### src/rtl/ckong_sram_arbiter.sv
// Shares the ckong work/ROM SRAM between the core and the HPS ROM download. A byte is written 1 cycle after it is accepted.
// ioctl_wait is held high while a write is in flight; a one-deep skid slot absorbs back-to-back strobes, and further strobes are dropped and flagged.
module ckong_sram_arbiter #(
   parameter int AW         = 17,
   parameter int RESET_HOLD = 16
) (
   input  logic          clk_sys,
   input  logic          reset,
   input  logic          ioctl_download,
   input  logic [7:0]    ioctl_index,
   input  logic          ioctl_wr,
   input  logic [24:0]   ioctl_addr,
   input  logic [7:0]    ioctl_dout,
   output logic          ioctl_wait,
   output logic          core_reset,
   input  logic [AW-1:0] core_addr,
   input  logic          core_we,
   input  logic [7:0]    core_dout,
   output logic [7:0]    core_din,
   output logic [AW-1:0] sram_addr,
   output logic          sram_we,
   output logic [7:0]    sram_din,
   input  logic [7:0]    sram_dout,
   output logic          dl_error
);

   localparam int CW = $clog2(RESET_HOLD) + 1;

   typedef enum logic [1:0] {RUN, DL_IDLE, DL_WR, HOLD} state_t;

   state_t        state, state_nxt;
   logic [CW-1:0] hold_cnt, hold_cnt_nxt;
   logic [AW-1:0] lat_addr, lat_addr_nxt;
   logic [7:0]    lat_dat, lat_dat_nxt;
   logic          slot_vld, slot_vld_nxt;
   logic          dl_error_nxt;
   logic          dl_prev;
   logic          dl_start;
   logic          wr_in_range;

   assign dl_start    = ioctl_download && !dl_prev && (ioctl_index == 8'd0);
   assign wr_in_range = ((ioctl_addr >> AW) == 25'd0);

   always_ff @(posedge clk_sys or posedge reset) begin
      if (reset) begin
         state    <= HOLD;
         hold_cnt <= '0;
         lat_addr <= '0;
         lat_dat  <= '0;
         slot_vld <= 1'b0;
         dl_error <= 1'b0;
         dl_prev  <= 1'b0;
      end else begin
         state    <= state_nxt;
         hold_cnt <= hold_cnt_nxt;
         lat_addr <= lat_addr_nxt;
         lat_dat  <= lat_dat_nxt;
         slot_vld <= slot_vld_nxt;
         dl_error <= dl_error_nxt;
         dl_prev  <= ioctl_download;
      end
   end

   always_comb begin
      state_nxt    = state;
      hold_cnt_nxt = hold_cnt;
      lat_addr_nxt = lat_addr;
      lat_dat_nxt  = lat_dat;
      slot_vld_nxt = slot_vld;
      dl_error_nxt = dl_error;
      case (state)
         RUN, HOLD: begin
            if (dl_start) begin
               state_nxt    = DL_IDLE;
               hold_cnt_nxt = '0;
               slot_vld_nxt = 1'b0;
               dl_error_nxt = 1'b0;
            end else if (state == HOLD) begin
               if (hold_cnt == CW'(RESET_HOLD - 1))
                  state_nxt = RUN;
               else
                  hold_cnt_nxt = hold_cnt + 1'b1;
            end
         end
         DL_IDLE: begin
            // A strobe coincident with the download fall is still taken before HOLD.
            if (ioctl_wr) begin
               if (wr_in_range) begin
                  lat_addr_nxt = ioctl_addr[AW-1:0];
                  lat_dat_nxt  = ioctl_dout;
                  state_nxt    = DL_WR;
               end else begin
                  dl_error_nxt = 1'b1;
               end
            end else if (!ioctl_download) begin
               state_nxt    = HOLD;
               hold_cnt_nxt = '0;
            end
         end
         DL_WR: begin
            if (slot_vld) begin
               // Skid byte is being written now; the slot frees once this write retires.
               slot_vld_nxt = 1'b0;
               state_nxt    = DL_IDLE;
               if (ioctl_wr)
                  dl_error_nxt = 1'b1;
            end else if (ioctl_wr && wr_in_range) begin
               // Captured byte goes straight to the latch so writes land on consecutive cycles.
               lat_addr_nxt = ioctl_addr[AW-1:0];
               lat_dat_nxt  = ioctl_dout;
               slot_vld_nxt = 1'b1;
            end else begin
               if (ioctl_wr)
                  dl_error_nxt = 1'b1;
               state_nxt = DL_IDLE;
            end
         end
         default: state_nxt = HOLD;
      endcase
   end

   always_comb begin
      core_din   = sram_dout;
      core_reset = (state != RUN);
      ioctl_wait = (state == DL_WR);
      if (state == RUN) begin
         sram_addr = core_addr;
         sram_we   = core_we;
         sram_din  = core_dout;
      end else begin
         sram_addr = lat_addr;
         sram_we   = (state == DL_WR);
         sram_din  = lat_dat;
      end
   end

endmodule

### config.mk
export PLATFORM = sky130hd
export DESIGN_NAME = ckong_sram_arbiter
export DESIGN_NICKNAME = d
export VERILOG_FILES = /design/src/rtl/ckong_sram_arbiter.sv
export SDC_FILE = /design/constraint.sdc
export NUM_CORES = 1
export LEC_CHECK = 0
export ABC_AREA = 1
export BUFFER_PORTS_ARGS = -buffer_cell sky130_fd_sc_hd__buf_2
export CAP_MARGIN = 25
export CORE_MARGIN = 10
export CORE_UTILIZATION = 44
export CTS_CLUSTER_DIAMETER = 50
export DETAILED_ROUTE_END_ITERATION = 16
export MAX_ROUTING_LAYER = met4
export PLACE_DENSITY_LB_ADDON = 0.1
export SYNTH_ARGS = -nofsm -noshare
export SYNTH_HDL_FRONTEND = slang
export SYNTH_SLANG_ARGS = --single-unit
### constraint.sdc
create_clock -name clk_sys -period 1.98 [get_ports clk_sys]
set_input_delay 0.396 -clock clk_sys [delete_from_list [all_inputs] [get_ports clk_sys]]
set_output_delay 0.396 -clock clk_sys [all_outputs]
set_load 0.05 [all_outputs]
## After elaboration in Yosys (flattened, before gate mapping)

Cells that the tools add are included.
Widths: inputs -> output; s select.

- Input bits: 79
- Logic and storage cells: 81
- Output and inout port bits: 37
- Register bits after elaboration: 35

- Add/subtract/negate cells: 1
- Equal/unequal tests: 18
- Mux-type cells: 38
- Reduce and logical (&&, ||, !) cells: 17

Operator list:

| operator | number |
|---|---|
| $mux 17 | 5 |
| $mux 8 | 5 |
| $pmux 17 s2 | 1 |
| $logic_not 25->1 | 1 |
| $mux 5 | 5 |
| $ne 3x3->1 const B | 6 |
| $mux 2 | 8 |
| $pmux 8 s2 | 1 |
| $reduce_and 5->1 | 3 |
| $ne 2x2->1 const B | 7 |
| $pmux 5 s2 | 1 |
| $mux 1 | 9 |
| $logic_not 8->1 | 1 |
| $reduce_bool 2->1 | 4 |
| $pmux 2 s3 | 1 |
| $add 5x1->5 const B | 1 |
| $eq 5x4->1 const B | 1 |
| $eq 2x2->1 const B | 2 |
| $reduce_and 4->1 | 1 |
| $logic_and 1x1->1 | 3 |
| $pmux 1 s3 | 1 |
| $eq 2x1->1 const B | 1 |
| $logic_not 2->1 | 1 |
| $ne 2x1->1 const B | 1 |
| 4 further kinds | 4 |

## Longest topological paths before layout

- Depth after elaboration: 5
- Depth in mapped cells: 8
- Depth with buffers taken out: 8

## Worst setup path after synthesis

Ideal clock, no wire load.

- Kind: register to output
- From: register state[1]
- To: output port sram_we
- Cell stages (with the launch flop): 4
- Buffers on the path: 0
- Required time: 1584 ps
- Setup slack: -660 ps
- Arrival time: 2244 ps
- Cells stage by stage: dfstp_2 ha_1 inv_2 o21ai_0

- Word-level cells in the longest chain between the ends: 2

RTL lines:

| item | line | RTL |
|---|---|---|
| start, declared | 31 | `state_t state, state_nxt;` |
| start signal, assigned | 54 | `state <= state_nxt;` |
| $eq 2x2->1 | -- |  |
| via ioctl_wait | 14 | `output logic ioctl_wait,` |
| $mux 1 | 126 | `if (state == RUN) begin` |
| end, declared | 21 | `output logic sram_we,` |

The timed path passes the listed nets, and every way through them passes these cells.

## Final worst setup path

- From: register state[1]
- To: output port sram_addr[1]

- Word-level cells in the longest chain between the ends: 2

RTL lines:

| item | line | RTL |
|---|---|---|
| $logic_not 2->1 | 126 |  |
| $mux 17 | 126 |  |
| end, declared | 20 | `output logic [AW-1:0] sram_addr,` |

Every way passes these cells.

==> impl_metrics.csv <==
group,metric,value,unit
timing,final.setup.worst_slack,-0.0171,ns
global_routing,grt_pass1_vias,2033,
power_and_ir_drop,peakVddDrop,629,uV
routing,ant_nets,0,
power_and_ir_drop,power_density,1570,mW/mm^2
finish,drive_above_1_share,44.0,%
yosys,ys_types,22,
clocking,htree_levels,2,
worst_setup_path,rr_worst_depth,8,
clocking,cts_buffer_depth,2,
global_routing,grt_pass1_wl,9360,um
worst_setup_path,cp_top_family,"flip-flops",
yosys,synth_area,0.00204,sq mm
yosys,postSynthAreaPerCell,7.07,sq um
worst_setup_path,cp_num_buf_inv,3,
worst_setup_path,worst_ep_arrival_time,1.60,ns
finish,nets,470,
global_routing,grt_use_total,15.2,%
yosys,ys_ff_latch,35,
place,placed_area,0.00271,sq mm
timing,tightest_slew,0.451,ns
timing,hold_viol,0,
timing,slew_headroom,69.9,%
place,dpl.hpwl,4370,um
clocking,path_clk_slew,0.07,ns
routing,wl,6270,um
routing,via_count,2107,
finish,multi_input_area,0.00118,sq mm
clocking,clock_latency,0.29,ns
timing,layout_worst_path_cycle_share,101,%
clocking,hold_buffers,0,
global_routing,antenna_found_initial,0,
floorplanning,fp.dieH,88.0,um
timing,fmax,501,MHz
routing,via_per_inst,4.81,
finish,diodes,0,
clocking,cts.sink_count,35,
yosys,synthTopCellsByArea,"dfrtp_1 (41%), nand2_1 (17%), inv_1 (7.2%), nor2_1 (5.9%), o21ai_0 (4.9%)",
clocking,cts_tree,"done",
place,numPortBuffers,99,
timing,skew,0.00328,ns
finish,area_growth_syn_to_layout,57.2,%
outcome,status,"finished, violations left",
floorplanning,pin_count,116,
worst_setup_path,r2r-start,"state[1]$_DFFE_PP1P_",
timing,fin_crit,2.00,ns
worst_setup_path,crit_path_max_fanout,7,
global_routing,overflow,0,
worst_setup_path,cpPeakStageDelay,0.55,ns
floorplanning,die_w,88.0,um
floorplanning,core,0.00441,sq mm
worst_setup_path,critPathCaptureType,"output pin",
worst_setup_path,worstPathCellList,"inv_2, ha_4, clkbuf_16, o21ai_4, buf_6",
yosys,yosys.area.top_type,"dfrtp_1",
routing,remaining_drc_errors,0,
timing,maxSlewViolCount,0,
yosys,ys_warn_count,0,
yosys,synthCells,288,
routing,wire_per_inst,14.3,um
worst_setup_path,path_class,"reg2out",
outcome,violations,"setup timing",
worst_setup_path,regToRegEndpoint,"lat_addr[0]$_DFFE_PP0P_",
worst_setup_path,crit_path_start_kind,"register",
finish,nFillCells,363,
global_routing,grt_start_max_net_pins,51,
routing,first_iter_violations,86,
timing,rsz0062_at_grt,"yes",
power_and_ir_drop,leakagePower,1.75,nW
routing,firstDrtPassIters,4,
floorplanning,initial_core_util,46.1,%
floorplanning,rows,24,
timing,setup-violations-final,10,
finish,fin_area,0.00320,sq mm
timing,final.setup.tns,-0.0865,ns
yosys,yosysTopAreaCellShare,40.5,%
yosys,yosysSeqAreaShare,43.1,%
yosys,syn-num-nets,373,
run,maxCapViolCount,0,
worst_setup_path,slowest_stage,"dfstp_2",
clocking,numCtsBuffers,5,
worst_setup_path,rrSetupSlack,0.17,ns
clocking,cts_root_buf,"clkbuf_8",
finish,regArea,878,sq um
place,gp_congestion,0.798,
min_path,hp-class,"in2async",
worst_setup_path,worstPathRequired,1.58,ns
floorplanning,die_area,0.00775,sq mm
==> worst max-delay path by stage <==
stage                         startpoint       endpoint  cells past startpoint  slack [ns]
detailed placement  state[0]$_DFFE_PP1P_    sram_din[5]                      6        0.04
floorplan           state[0]$_DFFE_PP1P_  sram_addr[15]                      6       -0.11
global route        state[1]$_DFFE_PP1P_   sram_addr[4]                      6       -0.06
global placement    state[0]$_DFFE_PP1P_    sram_din[6]                      6        0.11
finish              state[1]$_DFFE_PP1P_   sram_addr[1]                      5       -0.02
CTS                 state[1]$_DFFE_PP1P_   sram_addr[4]                      6       -0.02
==> kinds of logic (layout without fill, tap and decap cells) <==
| family | after synthesis | after routing | share of synthesized area (%) |
|---|---|---|---|
| and+or+nand+nor | 136 | 136 | 26.6 |
| DFF | 35 | 35 | 43.1 |
| buffers and inverters | 60 | 158 | 12.8 |
| AOI/OAI and AO/OA | 49 | 49 | 12.9 |
| adders and majority gates | 6 | 6 | 3.69 |
| xor gates and xnor gates | 2 | 2 | 0.860 |
==> state kept, by name, indices dropped and copies added (netlist names) <==
signal,count
state,2
lat_addr,17
slot_vld,1
dl_error,1
lat_dat,8
hold_cnt,5
dl_prev,1
==> metal layers <==
layer | vias up | part of all wire (%) | GRT usage (%)
li1 | 1076 | - | -
met1 | 955 | 41 | 16.8
met2 | 68 | 51 | 25.9
met3 | 8 | 7.6 | 5.11
met4 | 0 | 0.84 | 3.85
met5 | - | 0 | -
==> report_power, final <==
group	leakage, nW	switching [mW]	internal [mW]
clock	0.0515	0.249	0.317
combinational	1.30	2.25	1.35
sequential	0.400	0.0429	0.803
total	1.75	2.54	2.48
==> stage by stage <==
| step | util [%] | total power [mW] | instances | hold WS, ns | worst slack (ns) |
|---|---|---|---|---|---|
| after global placement | 61.3 | 3.56 | 424 | 0.467 | 0.114 |
| after detailed placement | 61.3 | 3.59 | 424 | 0.470 | 0.0379 |
| after floorplan | - | 3.10 | 288 | 0.427 | -0.107 |
| after CTS | 68.4 | 4.69 | 435 | 0.205 | -0.0210 |
| final | 72.6 | 5.02 | 438 | 0.197 | -0.0171 |
| after global routing | 72.6 | 5.28 | 438 | 0.232 | -0.0616 |
==> cells in the final DEF (no fill, tap or decap), drive strengths merged <==
| cell type | count |
|---|---|
| nand3 | 8 |
| dfstp | 2 |
| nand3b | 1 |
| o21ai | 30 |
| a21oi | 17 |
| xor2 | 2 |
| inv | 40 |
| nand2 | 90 |
| o211ai | 2 |
| ha | 6 |
| clkinvlp | 2 |
| nor2 | 33 |
| and3 | 1 |
| buf | 106 |
| dfrtp | 33 |
| nand4 | 3 |
| clkbuf | 10 |
==> worst reg2reg max path: cells and delay by family, from the launching register on <==
family	cells	cell delay (ns)
AO/OA/AOI/OAI	2	0.19
adder cells (fa/ha/maj)	1	0.21
buffers and inverters	3	0.38
flip-flops	1	0.55
AND/OR/NAND/NOR	2	0.37
==> area by class of cell <==
type                    instances  area share [%]
repair inverters                1           0.234
repair buffers                108            25.5
clock buffers                   8            3.13
inverters                      41            4.92
well taps                      52            2.03
flip-flops and latches         35            27.4
multi-input cells             193            36.7
==> Yosys cell counts, drive strengths merged <==
cell type and count:
and3 1, nand2 90, dfstp 2, nand3 8, a21oi 17, buf 13, clkbuf 6, o211ai 2
nor2 33, nand3b 1, dfrtp 33, inv 41, o21ai 30, xor2 2, nand4 3, ha 6
==> what timing repair did <==
item / in CTS / in global routing
resized for setup: 57 / 33
gates cloned: 1 / 3
setup endpoints to repair: 27 / 28
setup buffers: 2 / 0
pin swaps: 2 / 15
No activity file was read; power rests on OpenSTA's default activity.
